$ cat src/rtl/axi_sram_arbiter_if.sv
// Single-beat AXI subset used on every port of the SRAM arbiter.
// manager: arbiter side facing a manager; mux: arbiter side facing the SRAM controller.
interface axi_bus_if #(
  parameter int unsigned ADDR_W = 32,
  parameter int unsigned DATA_W = 32,
  parameter int unsigned ID_W   = 4
);
  logic                awvalid;
  logic                awready;
  logic [ADDR_W-1:0]   awaddr;
  logic [ID_W-1:0]     awid;
  logic                wvalid;
  logic                wready;
  logic [DATA_W-1:0]   wdata;
  logic [DATA_W/8-1:0] wstrb;
  logic                bvalid;
  logic                bready;
  logic [ID_W-1:0]     bid;
  logic [1:0]          bresp;
  logic                arvalid;
  logic                arready;
  logic [ADDR_W-1:0]   araddr;
  logic [ID_W-1:0]     arid;
  logic                rvalid;
  logic                rready;
  logic [DATA_W-1:0]   rdata;
  logic [ID_W-1:0]     rid;
  logic [1:0]          rresp;
  logic                rlast;

  modport manager (
    input  awvalid, awaddr, awid, wvalid, wdata, wstrb, bready,
    input  arvalid, araddr, arid, rready,
    output awready, wready, bvalid, bid, bresp,
    output arready, rvalid, rdata, rid, rresp, rlast
  );

  modport mux (
    output awvalid, awaddr, awid, wvalid, wdata, wstrb, bready,
    output arvalid, araddr, arid, rready,
    input  awready, wready, bvalid, bid, bresp,
    input  arready, rvalid, rdata, rid, rresp, rlast
  );
endinterface

$ cat src/rtl/axi_sram_arbiter.sv
// Round-robin two-manager to one-satellite AXI arbiter in front of the SRAM controller.
// Optional saturating statistics counters are built when SRAM_ARB_STATS_EN is defined.
module axi_sram_arbiter #(
  parameter int unsigned INIT_PRIO = 0,
  parameter int unsigned CNT_W     = 32
) (
  input  logic       clk,
  input  logic       nrst,
  axi_bus_if.manager m0_bif,
  axi_bus_if.manager m1_bif,
  axi_bus_if.mux     s_bif,
  output logic [1:0] grant_o
`ifdef SRAM_ARB_STATS_EN
  ,
  output logic [CNT_W-1:0] grant_cnt0_o,
  output logic [CNT_W-1:0] grant_cnt1_o,
  output logic [CNT_W-1:0] conflict_cnt_o
`endif
);

  if (CNT_W == 0) begin : g_cnt_w_check
    $error("CNT_W must be at least 1");
  end

  typedef enum logic [2:0] {
    ARB_IDLE    = 3'd0,
    ARB_WR_ADDR = 3'd1,
    ARB_WR_DATA = 3'd2,
    ARB_WR_RESP = 3'd3,
    ARB_RD_ADDR = 3'd4,
    ARB_RD_DATA = 3'd5
  } state_e;

  state_e state_q, state_d;
  logic   prio_q, prio_d;
  logic   owner_q, owner_d;
  logic   req0, req1;
  logic   done;
  logic   active;

  always_ff @(posedge clk) begin
    if (!nrst) begin
      state_q <= ARB_IDLE;
      prio_q  <= (INIT_PRIO != 0);
      owner_q <= 1'b0;
    end else begin
      state_q <= state_d;
      prio_q  <= prio_d;
      owner_q <= owner_d;
    end
  end

  always_comb begin
    state_d = state_q;
    owner_d = owner_q;
    prio_d  = prio_q;
    done    = 1'b0;
    req0    = m0_bif.awvalid | m0_bif.arvalid;
    req1    = m1_bif.awvalid | m1_bif.arvalid;
    case (state_q)
      ARB_IDLE: begin
        if (req0 || req1) begin
          owner_d = (req0 && req1) ? prio_q : req1;
          state_d = (owner_d ? m1_bif.awvalid : m0_bif.awvalid) ? ARB_WR_ADDR : ARB_RD_ADDR;
        end
      end
      ARB_WR_ADDR: if (s_bif.awvalid && s_bif.awready) state_d = ARB_WR_DATA;
      ARB_WR_DATA: if (s_bif.wvalid && s_bif.wready) state_d = ARB_WR_RESP;
      ARB_WR_RESP: begin
        if (s_bif.bvalid && s_bif.bready) begin
          state_d = ARB_IDLE;
          done    = 1'b1;
        end
      end
      ARB_RD_ADDR: if (s_bif.arvalid && s_bif.arready) state_d = ARB_RD_DATA;
      ARB_RD_DATA: begin
        if (s_bif.rvalid && s_bif.rready && s_bif.rlast) begin
          state_d = ARB_IDLE;
          done    = 1'b1;
        end
      end
      default: state_d = ARB_IDLE;
    endcase
    // Completion hands priority to whichever manager did not own the bus.
    if (done) prio_d = ~owner_q;
  end

  always_comb begin
    s_bif.awvalid  = 1'b0;
    s_bif.awaddr   = '0;
    s_bif.awid     = '0;
    s_bif.wvalid   = 1'b0;
    s_bif.wdata    = '0;
    s_bif.wstrb    = '0;
    s_bif.bready   = 1'b0;
    s_bif.arvalid  = 1'b0;
    s_bif.araddr   = '0;
    s_bif.arid     = '0;
    s_bif.rready   = 1'b0;
    m0_bif.awready = 1'b0;
    m0_bif.wready  = 1'b0;
    m0_bif.bvalid  = 1'b0;
    m0_bif.bid     = '0;
    m0_bif.bresp   = '0;
    m0_bif.arready = 1'b0;
    m0_bif.rvalid  = 1'b0;
    m0_bif.rdata   = '0;
    m0_bif.rid     = '0;
    m0_bif.rresp   = '0;
    m0_bif.rlast   = 1'b0;
    m1_bif.awready = 1'b0;
    m1_bif.wready  = 1'b0;
    m1_bif.bvalid  = 1'b0;
    m1_bif.bid     = '0;
    m1_bif.bresp   = '0;
    m1_bif.arready = 1'b0;
    m1_bif.rvalid  = 1'b0;
    m1_bif.rdata   = '0;
    m1_bif.rid     = '0;
    m1_bif.rresp   = '0;
    m1_bif.rlast   = 1'b0;
    grant_o        = 2'b00;
    // Gating on nrst keeps both sides quiet for the whole reset cycle.
    active         = nrst && (state_q != ARB_IDLE);
    if (active) begin
      grant_o = owner_q ? 2'b10 : 2'b01;
      if (owner_q) begin
        s_bif.awaddr = m1_bif.awaddr;
        s_bif.awid   = m1_bif.awid;
        s_bif.wdata  = m1_bif.wdata;
        s_bif.wstrb  = m1_bif.wstrb;
        s_bif.araddr = m1_bif.araddr;
        s_bif.arid   = m1_bif.arid;
      end else begin
        s_bif.awaddr = m0_bif.awaddr;
        s_bif.awid   = m0_bif.awid;
        s_bif.wdata  = m0_bif.wdata;
        s_bif.wstrb  = m0_bif.wstrb;
        s_bif.araddr = m0_bif.araddr;
        s_bif.arid   = m0_bif.arid;
      end
      case (state_q)
        ARB_WR_ADDR: begin
          s_bif.awvalid = owner_q ? m1_bif.awvalid : m0_bif.awvalid;
          if (owner_q) m1_bif.awready = s_bif.awready;
          else         m0_bif.awready = s_bif.awready;
        end
        ARB_WR_DATA: begin
          s_bif.wvalid = owner_q ? m1_bif.wvalid : m0_bif.wvalid;
          if (owner_q) m1_bif.wready = s_bif.wready;
          else         m0_bif.wready = s_bif.wready;
        end
        ARB_WR_RESP: begin
          s_bif.bready = owner_q ? m1_bif.bready : m0_bif.bready;
          if (owner_q) begin
            m1_bif.bvalid = s_bif.bvalid;
            m1_bif.bid    = s_bif.bid;
            m1_bif.bresp  = s_bif.bresp;
          end else begin
            m0_bif.bvalid = s_bif.bvalid;
            m0_bif.bid    = s_bif.bid;
            m0_bif.bresp  = s_bif.bresp;
          end
        end
        ARB_RD_ADDR: begin
          s_bif.arvalid = owner_q ? m1_bif.arvalid : m0_bif.arvalid;
          if (owner_q) m1_bif.arready = s_bif.arready;
          else         m0_bif.arready = s_bif.arready;
        end
        ARB_RD_DATA: begin
          s_bif.rready = owner_q ? m1_bif.rready : m0_bif.rready;
          if (owner_q) begin
            m1_bif.rvalid = s_bif.rvalid;
            m1_bif.rdata  = s_bif.rdata;
            m1_bif.rid    = s_bif.rid;
            m1_bif.rresp  = s_bif.rresp;
            m1_bif.rlast  = s_bif.rlast;
          end else begin
            m0_bif.rvalid = s_bif.rvalid;
            m0_bif.rdata  = s_bif.rdata;
            m0_bif.rid    = s_bif.rid;
            m0_bif.rresp  = s_bif.rresp;
            m0_bif.rlast  = s_bif.rlast;
          end
        end
        default: ;
      endcase
    end
  end

`ifdef SRAM_ARB_STATS_EN
  logic [CNT_W-1:0] cnt0_q, cnt1_q, conf_q;

  always_ff @(posedge clk) begin
    if (!nrst) begin
      cnt0_q <= '0;
      cnt1_q <= '0;
      conf_q <= '0;
    end else begin
      if (done && !owner_q && (cnt0_q != '1)) cnt0_q <= cnt0_q + CNT_W'(1);
      if (done && owner_q && (cnt1_q != '1))  cnt1_q <= cnt1_q + CNT_W'(1);
      if ((state_q == ARB_IDLE) && req0 && req1 && (conf_q != '1)) conf_q <= conf_q + CNT_W'(1);
    end
  end

  always_comb begin
    grant_cnt0_o   = cnt0_q;
    grant_cnt1_o   = cnt1_q;
    conflict_cnt_o = conf_q;
  end
`endif

endmodule

$ cat src/flat_wrapper.sv
// flat-port wrapper written by rule: the top's interface ports become plain ports
module axi_sram_arbiter_flat 
#(
  parameter int unsigned INIT_PRIO = 0,
  parameter int unsigned CNT_W     = 32
)
  (clk, nrst, grant_o, m0_bif_awvalid, m0_bif_awaddr, m0_bif_awid, m0_bif_wvalid, m0_bif_wdata, m0_bif_wstrb, m0_bif_bready, m0_bif_arvalid, m0_bif_araddr, m0_bif_arid, m0_bif_rready, m0_bif_awready, m0_bif_wready, m0_bif_bvalid, m0_bif_bid, m0_bif_bresp, m0_bif_arready, m0_bif_rvalid, m0_bif_rdata, m0_bif_rid, m0_bif_rresp, m0_bif_rlast, m1_bif_awvalid, m1_bif_awaddr, m1_bif_awid, m1_bif_wvalid, m1_bif_wdata, m1_bif_wstrb, m1_bif_bready, m1_bif_arvalid, m1_bif_araddr, m1_bif_arid, m1_bif_rready, m1_bif_awready, m1_bif_wready, m1_bif_bvalid, m1_bif_bid, m1_bif_bresp, m1_bif_arready, m1_bif_rvalid, m1_bif_rdata, m1_bif_rid, m1_bif_rresp, m1_bif_rlast, s_bif_awvalid, s_bif_awaddr, s_bif_awid, s_bif_wvalid, s_bif_wdata, s_bif_wstrb, s_bif_bready, s_bif_arvalid, s_bif_araddr, s_bif_arid, s_bif_rready, s_bif_awready, s_bif_wready, s_bif_bvalid, s_bif_bid, s_bif_bresp, s_bif_arready, s_bif_rvalid, s_bif_rdata, s_bif_rid, s_bif_rresp, s_bif_rlast);
  axi_bus_if m0_bif_i ();
  axi_bus_if m1_bif_i ();
  axi_bus_if s_bif_i ();
  input  logic clk;
  input  logic nrst;
  output logic [1:0] grant_o;
  input wire logic [$bits(m0_bif_i.awvalid)-1:0] m0_bif_awvalid;
  input wire logic [$bits(m0_bif_i.awaddr)-1:0] m0_bif_awaddr;
  input wire logic [$bits(m0_bif_i.awid)-1:0] m0_bif_awid;
  input wire logic [$bits(m0_bif_i.wvalid)-1:0] m0_bif_wvalid;
  input wire logic [$bits(m0_bif_i.wdata)-1:0] m0_bif_wdata;
  input wire logic [$bits(m0_bif_i.wstrb)-1:0] m0_bif_wstrb;
  input wire logic [$bits(m0_bif_i.bready)-1:0] m0_bif_bready;
  input wire logic [$bits(m0_bif_i.arvalid)-1:0] m0_bif_arvalid;
  input wire logic [$bits(m0_bif_i.araddr)-1:0] m0_bif_araddr;
  input wire logic [$bits(m0_bif_i.arid)-1:0] m0_bif_arid;
  input wire logic [$bits(m0_bif_i.rready)-1:0] m0_bif_rready;
  output wire logic [$bits(m0_bif_i.awready)-1:0] m0_bif_awready;
  output wire logic [$bits(m0_bif_i.wready)-1:0] m0_bif_wready;
  output wire logic [$bits(m0_bif_i.bvalid)-1:0] m0_bif_bvalid;
  output wire logic [$bits(m0_bif_i.bid)-1:0] m0_bif_bid;
  output wire logic [$bits(m0_bif_i.bresp)-1:0] m0_bif_bresp;
  output wire logic [$bits(m0_bif_i.arready)-1:0] m0_bif_arready;
  output wire logic [$bits(m0_bif_i.rvalid)-1:0] m0_bif_rvalid;
  output wire logic [$bits(m0_bif_i.rdata)-1:0] m0_bif_rdata;
  output wire logic [$bits(m0_bif_i.rid)-1:0] m0_bif_rid;
  output wire logic [$bits(m0_bif_i.rresp)-1:0] m0_bif_rresp;
  output wire logic [$bits(m0_bif_i.rlast)-1:0] m0_bif_rlast;
  input wire logic [$bits(m1_bif_i.awvalid)-1:0] m1_bif_awvalid;
  input wire logic [$bits(m1_bif_i.awaddr)-1:0] m1_bif_awaddr;
  input wire logic [$bits(m1_bif_i.awid)-1:0] m1_bif_awid;
  input wire logic [$bits(m1_bif_i.wvalid)-1:0] m1_bif_wvalid;
  input wire logic [$bits(m1_bif_i.wdata)-1:0] m1_bif_wdata;
  input wire logic [$bits(m1_bif_i.wstrb)-1:0] m1_bif_wstrb;
  input wire logic [$bits(m1_bif_i.bready)-1:0] m1_bif_bready;
  input wire logic [$bits(m1_bif_i.arvalid)-1:0] m1_bif_arvalid;
  input wire logic [$bits(m1_bif_i.araddr)-1:0] m1_bif_araddr;
  input wire logic [$bits(m1_bif_i.arid)-1:0] m1_bif_arid;
  input wire logic [$bits(m1_bif_i.rready)-1:0] m1_bif_rready;
  output wire logic [$bits(m1_bif_i.awready)-1:0] m1_bif_awready;
  output wire logic [$bits(m1_bif_i.wready)-1:0] m1_bif_wready;
  output wire logic [$bits(m1_bif_i.bvalid)-1:0] m1_bif_bvalid;
  output wire logic [$bits(m1_bif_i.bid)-1:0] m1_bif_bid;
  output wire logic [$bits(m1_bif_i.bresp)-1:0] m1_bif_bresp;
  output wire logic [$bits(m1_bif_i.arready)-1:0] m1_bif_arready;
  output wire logic [$bits(m1_bif_i.rvalid)-1:0] m1_bif_rvalid;
  output wire logic [$bits(m1_bif_i.rdata)-1:0] m1_bif_rdata;
  output wire logic [$bits(m1_bif_i.rid)-1:0] m1_bif_rid;
  output wire logic [$bits(m1_bif_i.rresp)-1:0] m1_bif_rresp;
  output wire logic [$bits(m1_bif_i.rlast)-1:0] m1_bif_rlast;
  output wire logic [$bits(s_bif_i.awvalid)-1:0] s_bif_awvalid;
  output wire logic [$bits(s_bif_i.awaddr)-1:0] s_bif_awaddr;
  output wire logic [$bits(s_bif_i.awid)-1:0] s_bif_awid;
  output wire logic [$bits(s_bif_i.wvalid)-1:0] s_bif_wvalid;
  output wire logic [$bits(s_bif_i.wdata)-1:0] s_bif_wdata;
  output wire logic [$bits(s_bif_i.wstrb)-1:0] s_bif_wstrb;
  output wire logic [$bits(s_bif_i.bready)-1:0] s_bif_bready;
  output wire logic [$bits(s_bif_i.arvalid)-1:0] s_bif_arvalid;
  output wire logic [$bits(s_bif_i.araddr)-1:0] s_bif_araddr;
  output wire logic [$bits(s_bif_i.arid)-1:0] s_bif_arid;
  output wire logic [$bits(s_bif_i.rready)-1:0] s_bif_rready;
  input wire logic [$bits(s_bif_i.awready)-1:0] s_bif_awready;
  input wire logic [$bits(s_bif_i.wready)-1:0] s_bif_wready;
  input wire logic [$bits(s_bif_i.bvalid)-1:0] s_bif_bvalid;
  input wire logic [$bits(s_bif_i.bid)-1:0] s_bif_bid;
  input wire logic [$bits(s_bif_i.bresp)-1:0] s_bif_bresp;
  input wire logic [$bits(s_bif_i.arready)-1:0] s_bif_arready;
  input wire logic [$bits(s_bif_i.rvalid)-1:0] s_bif_rvalid;
  input wire logic [$bits(s_bif_i.rdata)-1:0] s_bif_rdata;
  input wire logic [$bits(s_bif_i.rid)-1:0] s_bif_rid;
  input wire logic [$bits(s_bif_i.rresp)-1:0] s_bif_rresp;
  input wire logic [$bits(s_bif_i.rlast)-1:0] s_bif_rlast;
  assign m0_bif_i.awvalid = m0_bif_awvalid;
  assign m0_bif_i.awaddr = m0_bif_awaddr;
  assign m0_bif_i.awid = m0_bif_awid;
  assign m0_bif_i.wvalid = m0_bif_wvalid;
  assign m0_bif_i.wdata = m0_bif_wdata;
  assign m0_bif_i.wstrb = m0_bif_wstrb;
  assign m0_bif_i.bready = m0_bif_bready;
  assign m0_bif_i.arvalid = m0_bif_arvalid;
  assign m0_bif_i.araddr = m0_bif_araddr;
  assign m0_bif_i.arid = m0_bif_arid;
  assign m0_bif_i.rready = m0_bif_rready;
  assign m0_bif_awready = m0_bif_i.awready;
  assign m0_bif_wready = m0_bif_i.wready;
  assign m0_bif_bvalid = m0_bif_i.bvalid;
  assign m0_bif_bid = m0_bif_i.bid;
  assign m0_bif_bresp = m0_bif_i.bresp;
  assign m0_bif_arready = m0_bif_i.arready;
  assign m0_bif_rvalid = m0_bif_i.rvalid;
  assign m0_bif_rdata = m0_bif_i.rdata;
  assign m0_bif_rid = m0_bif_i.rid;
  assign m0_bif_rresp = m0_bif_i.rresp;
  assign m0_bif_rlast = m0_bif_i.rlast;
  assign m1_bif_i.awvalid = m1_bif_awvalid;
  assign m1_bif_i.awaddr = m1_bif_awaddr;
  assign m1_bif_i.awid = m1_bif_awid;
  assign m1_bif_i.wvalid = m1_bif_wvalid;
  assign m1_bif_i.wdata = m1_bif_wdata;
  assign m1_bif_i.wstrb = m1_bif_wstrb;
  assign m1_bif_i.bready = m1_bif_bready;
  assign m1_bif_i.arvalid = m1_bif_arvalid;
  assign m1_bif_i.araddr = m1_bif_araddr;
  assign m1_bif_i.arid = m1_bif_arid;
  assign m1_bif_i.rready = m1_bif_rready;
  assign m1_bif_awready = m1_bif_i.awready;
  assign m1_bif_wready = m1_bif_i.wready;
  assign m1_bif_bvalid = m1_bif_i.bvalid;
  assign m1_bif_bid = m1_bif_i.bid;
  assign m1_bif_bresp = m1_bif_i.bresp;
  assign m1_bif_arready = m1_bif_i.arready;
  assign m1_bif_rvalid = m1_bif_i.rvalid;
  assign m1_bif_rdata = m1_bif_i.rdata;
  assign m1_bif_rid = m1_bif_i.rid;
  assign m1_bif_rresp = m1_bif_i.rresp;
  assign m1_bif_rlast = m1_bif_i.rlast;
  assign s_bif_awvalid = s_bif_i.awvalid;
  assign s_bif_awaddr = s_bif_i.awaddr;
  assign s_bif_awid = s_bif_i.awid;
  assign s_bif_wvalid = s_bif_i.wvalid;
  assign s_bif_wdata = s_bif_i.wdata;
  assign s_bif_wstrb = s_bif_i.wstrb;
  assign s_bif_bready = s_bif_i.bready;
  assign s_bif_arvalid = s_bif_i.arvalid;
  assign s_bif_araddr = s_bif_i.araddr;
  assign s_bif_arid = s_bif_i.arid;
  assign s_bif_rready = s_bif_i.rready;
  assign s_bif_i.awready = s_bif_awready;
  assign s_bif_i.wready = s_bif_wready;
  assign s_bif_i.bvalid = s_bif_bvalid;
  assign s_bif_i.bid = s_bif_bid;
  assign s_bif_i.bresp = s_bif_bresp;
  assign s_bif_i.arready = s_bif_arready;
  assign s_bif_i.rvalid = s_bif_rvalid;
  assign s_bif_i.rdata = s_bif_rdata;
  assign s_bif_i.rid = s_bif_rid;
  assign s_bif_i.rresp = s_bif_rresp;
  assign s_bif_i.rlast = s_bif_rlast;
  axi_sram_arbiter #(.INIT_PRIO(INIT_PRIO), .CNT_W(CNT_W)) u_core (.clk(clk), .nrst(nrst), .m0_bif(m0_bif_i), .m1_bif(m1_bif_i), .s_bif(s_bif_i), .grant_o(grant_o));
endmodule
$ cat config.mk
export PLATFORM = sky130hd
export DESIGN_NAME = axi_sram_arbiter_flat
export DESIGN_NICKNAME = d
export VERILOG_FILES = /design/src/rtl/axi_sram_arbiter_if.sv /design/src/rtl/axi_sram_arbiter.sv /design/src/flat_wrapper.sv
export SDC_FILE = /design/constraint.sdc
export NUM_CORES = 1
export LEC_CHECK = 0
export CAP_MARGIN = 20
export CORE_AREA = 4 4 189 191
export CTS_BUF_LIST = sky130_fd_sc_hd__clkbuf_8
export CTS_CLUSTER_SIZE = 24
export DETAILED_ROUTE_END_ITERATION = 12
export DIE_AREA = 0 0 193 195
export DONT_BUFFER_PORTS = 1
export GPL_TIMING_DRIVEN = 0
export PLACE_DENSITY_LB_ADDON = 0.3
export RECOVER_POWER = 25
export REMOVE_ABC_BUFFERS = 1
export SETUP_SLACK_MARGIN = 0.02
export SLEW_MARGIN = 20
export SYNTH_ARGS = -nofsm -noshare
export SYNTH_HDL_FRONTEND = slang
export SYNTH_SLANG_ARGS = --single-unit
$ cat constraint.sdc
create_clock -name clk -period 2.2 [get_ports clk]
set_input_delay 0.44 -clock clk [delete_from_list [all_inputs] [get_ports clk]]
set_output_delay 0.44 -clock clk [all_outputs]
set_load 0.005 [all_outputs]
; ---- Yosys cells after proc, flatten, opt, wreduce, memory -nomap -nowiden
; Cells that the tools add are included.
[totals]
mem_count = 0
ram_bits = 0
ff_bits = 5
latch_bits = 0
rom_bits = 0
out_inout_bits = 215
[op_classes]
n_lt_le_gt_ge = 0
n_bitwise = 3
n_shift = 0
mul = 0
n_mux = 108
n_div = 0
addsub = 0
n_eq_ne = 11
n_reduce_logical = 13
[op_table]
columns = cell, count
row1 = $mux 32, 12
row2 = $mux 4, 18
row3 = $mux 1, 55
row4 = $mux 2, 14
row5 = $mux 3, 7
row6 = $pmux 3 s6, 1
row7 = $ne 2x1->1 const B, 6
row8 = $logic_and 1x1->1, 8
row9 = $eq 3x2->1 const B, 2
row10 = $eq 3x3->1 const B, 2
row11 = $reduce_and 6->1, 1
row12 = $eq 3x1->1 const B, 1
row13 = $logic_not 3->1, 1
row14 = $reduce_bool 3->1, 1
row15 = $or 1x1->1, 2
row16 = $pmux 1 s2, 1
row17 = $reduce_and 2->1, 1
row18 = $logic_or 1x1->1, 1
row19 = $not 1->1, 1

; ---- Depth between registers and ports, before layout
; Gate-level depths: netlist (run 1).
[logic_depth]
word_depth = 7
depth_mapped = 9

; ---- Least setup slack after synthesis (run 1)
; OpenSTA, ideal clock, no wires.
[synth_timing]
path_kind = flip-flop to output port
start = reg u_core.state_q[2]
end = out m1_bif_rdata[26]
n_path_buf = 3
arrival_ps = 1341
setup_slack_ps = 419
stages_incl_launch_ff = 10
required_ps = 1760
path_cell_list = dfxtp_1 > buf_4 > or2_1 > buf_2 > nor2_2 > nor2b_1 > nand2_2 > inv_2 > buf_2 > and3_1
[synth_between]
elab_chain_cells = 3
[synth_lines]
columns = item, line
row1 = start: declaration, axi_sram_arbiter.sv:34  ; state_e state_q, state_d;
row2 = start signal: assignment, axi_sram_arbiter.sv:47  ; state_q <= state_d;
row3 = $eq 3x3->1 / $reduce_bool 3->1 (equally long branches), "axi_sram_arbiter.sv:142, axi_sram_arbiter.sv:124"
row4 = $mux 32 / $logic_and 1x1->1 (equally long branches), "axi_sram_arbiter.sv:142, axi_sram_arbiter.sv:124"
row5 = $mux 32 (*), axi_sram_arbiter.sv:125  ; if (active) begin
row6 = end: declaration, flat_wrapper.sv:54  ; output wire logic [$bits(m1_bif_i.rdata)-1:0] m1_bif_rdata;
; Mark *: on every way between the ends. The rest lies on a longest branch, timed or not.

; ---- Worst setup path after layout (run 1)
[layout_timing]
start = reg u_core.owner_q
end = out s_bif_wdata[11]
[layout_between]
elab_chain_cells = 2
[layout_lines]
columns = item, line
row1 = start: declaration, axi_sram_arbiter.sv:36  ; logic owner_q, owner_d;
row2 = start signal: assignment, axi_sram_arbiter.sv:49  ; owner_q <= owner_d;
row3 = $mux 32, axi_sram_arbiter.sv:127  ; if (owner_q) begin
row4 = $mux 32, axi_sram_arbiter.sv:125
row5 = end: declaration, flat_wrapper.sv:62  ; output wire logic [$bits(s_bif_i.wdata)-1:0] s_bif_wdata;
; Every way passes these cells.

==> results of run 1 <==
[cells by family after synthesis]
group | synth area share, %
AND/OR/NAND/NOR | 42.12
AO/OA/AOI/OAI | 5.697
XOR/XNOR | 0.3022
multiplexers | 39.10
buffers and inverters | 9.322
flip-flops | 3.453
[cell usage in the layout (no fill, tap or decap), types with 4 or more instances in the layout]
cell type,synthesis,routed
nand2_1,14,14
buf_4,4,5
diode_2,0,10
and3_1,78,78
nor3b_1,4,4
a21oi_1,4,4
dfxtp_4,0,4
buf_12,0,4
mux2i_1,111,111
nor2_1,133,132
[report_power, final]
part	switching [mW]	leakage [nW]	internal, mW	total, mW
combinational	0.540	1.21	0.329	0.870
sequential	0.0281	0.0436	0.102	0.131
clock	0.0430	0.0270	0.119	0.162
total	0.611	1.28	0.551	1.16
[worst max-delay path by stage]
| stage | startpoint | endpoint |
|---|---|---|
| after global routing | u_core.state_q[1]$_SDFFE_PN0P_ | s_bif_araddr[26] |
| final | u_core.owner_q$_SDFFE_PN0P_ | s_bif_wdata[11] |
| after floorplan | u_core.owner_q$_SDFFE_PN0P_ | m1_bif_rdata[0] |
| after CTS | u_core.state_q[0]$_SDFFE_PN0P_ | m1_bif_rdata[10] |
| after detailed placement | u_core.state_q[1]$_SDFFE_PN0P_ | m0_bif_rdata[24] |
| after global placement | u_core.owner_q$_SDFFE_PN0P_ | u_core.prio_q$_SDFFE_PN0P_ |
[flip-flops by register name, indices dropped and copies added (netlist names)]
name,flops
u_core.state_q,3
u_core.owner_q,1
u_core.prio_q,1
[area by class of cell]
| cell class | instances | area [um2] |
|---|---|---|
| timing repair buffer | 18 | 254.0 |
| sequential | 5 | 115.1 |
| multi-input combinational | 384 | 2537 |
| clock inverter | 1 | 3.754 |
| tap | 455 | 569.3 |
| antenna | 10 | 25.02 |
| inverter | 4 | 30.03 |
| fill | 3946 | 30540 |
| clock buffer | 3 | 41.29 |
[per-layer routing]
metal / track usage (%) / vias to the layer above
met2: 14.55 / 316
met3: 0.6078 / 24
met4: 4.249 / 0
met1: 7.718 / 1541
li1: - / 1489
met5: 0 / -
[what timing repair did]
action	4_1_cts	5_1_grt
pin swaps	1	1
setup buffers	8	2
hold buffers	0	0
cloned	0	1
setup endpoints to repair	204	86
resized for setup	17	6
==> run metrics, run 1 <==
status=finished clean; Avg WL per Cell=19.30 um; Die Ht=195 um; metal3 WL=1.439 mm; Final setup viols=0; TritonCTS Sinks=5; crit-path cells=buf_16 -> buf_16 -> mux2i_1 -> nor2_1; endpoints failing hold=0; worst setup slack after layout=0.1056 ns; CP max-delay cell=dfxtp_4; Hold Crit Class=in2reg; crit path kind=reg2out; Initial Util=8.497%; die area=37,640 um2; delay-heaviest family, CP=buffers and inverters; GP Congestion=0.8003; P_leak=1.280 nW; Critical Path AT=1.65 ns; clk_lat worst skew=0.22 ns; startpoint types=flop; Unique masters post-synth=41; most common flop cell mapped by yosys=dfxtp_1; Pre-antenna DRT Iters=4; Seq/Total Area, Yosys=3.453%; CP max FO=48; Crit path top cell by count=buf_16; Cell Pwr Density=325.2 nW/um2; CTS max path bufs=2; hold_ws=0.3661 ns; ranking of synthesized cells by area=mux2i_1, nor2_1, and3_1; vias in the first global route=3,250; count leader, synth=nor2_1; hpwl dp=14.69 mm; Post-Syn Instances=444; r2r setup slk=0.43 ns; Finished Layout Cells=880; max incr delay on CP=0.38 ns; worst path required time=1.76 ns; Post-layout nets=694; r2r startpoint=u_core.owner_q$_SDFFE_PN0P_; Synth async-reset ratio=0%; htree depth=1; row cnt=68; post-synthesis cell type with the largest combined area=mux2i_1; Ports=493; number of buffers inserted by port buffering=0; initial antenna violation count=8; WHS Endpoint=u_core.state_q[0]$_SDFFE_PN0P_; Seq cells post-synth=5; worst-margin pin slew=0.5335 ns; synth cell count leaders=nor2_1, mux2i_1, and3_1; DRC=0; CTS Buf Count=3; Min Clock Period, post-route=2.094 ns; GR Overflow Total=0; Synth top area share=38.33%; Final Routed Wirelength=16.98 mm; Max VDD drop=0.1437 mV; hold path startpoint=nrst; share of cells above drive strength 1=9.639%; area delta synth->final=23.35%; Vias=3,370; DRT antenna net count=0; maxcap violations=0; clk_skew=0.003973 ns; EDFF count, synth=0; Routed met2 length=8.689 mm; Layout Utilization=10.48%; gr usage total=7.486%; Final Slew Violations=0; Core ar.=34,120 um2; CTS clk-pin slew, worst paths=0.04 ns; CP Depth=4; pre-CTS WS=-0.6378 ns; Final Cycle Share=95.20%; Hold Path Stages=1; setup TNS=0 ns; CP Buf/Inv Count=2; synthesized area per cell=6.529 um2; CTS tree=yes; placed insts=856; fmax=477.5 MHz; first-pass GRT wire length=20.87 mm; overall die width=193 um; pin count of the biggest net entering global routing=79; Reg2Reg Depth=7; CP Capture Type=output pin; Yosys warning count=0; Worst slew margin=63.42%; Final Cell Area=3576 um2; placed standard-cell area=3349 um2; via/cell ratio=3.830; M1 wire length=5.977 mm; clk root buf=clkbuf_8; uppermost routed layer=met4; drt initial violations=139; FF-to-FF End=u_core.state_q[2]$_SDFFE_PN0P_; unrepaired setup endpoints after global routing=no; Netlist Area Pre-Place=2899 um2; Final Total Pwr=1.163 mW
Note: power is estimated with default switching activity, not from simulation.
==> run 2, diff against run 1 <==
- CTS_CLUSTER_DIAMETER: not set -> 100
==> results of run 2 <==
Same layout as run 1: the final DEF is identical, and so are final timing and power.
==> run 3, diff against run 2 <==
- CAP_MARGIN: 20 -> 25
==> results of run 3 <==
Same layout as run 1: the final DEF is identical, and so are final timing and power.
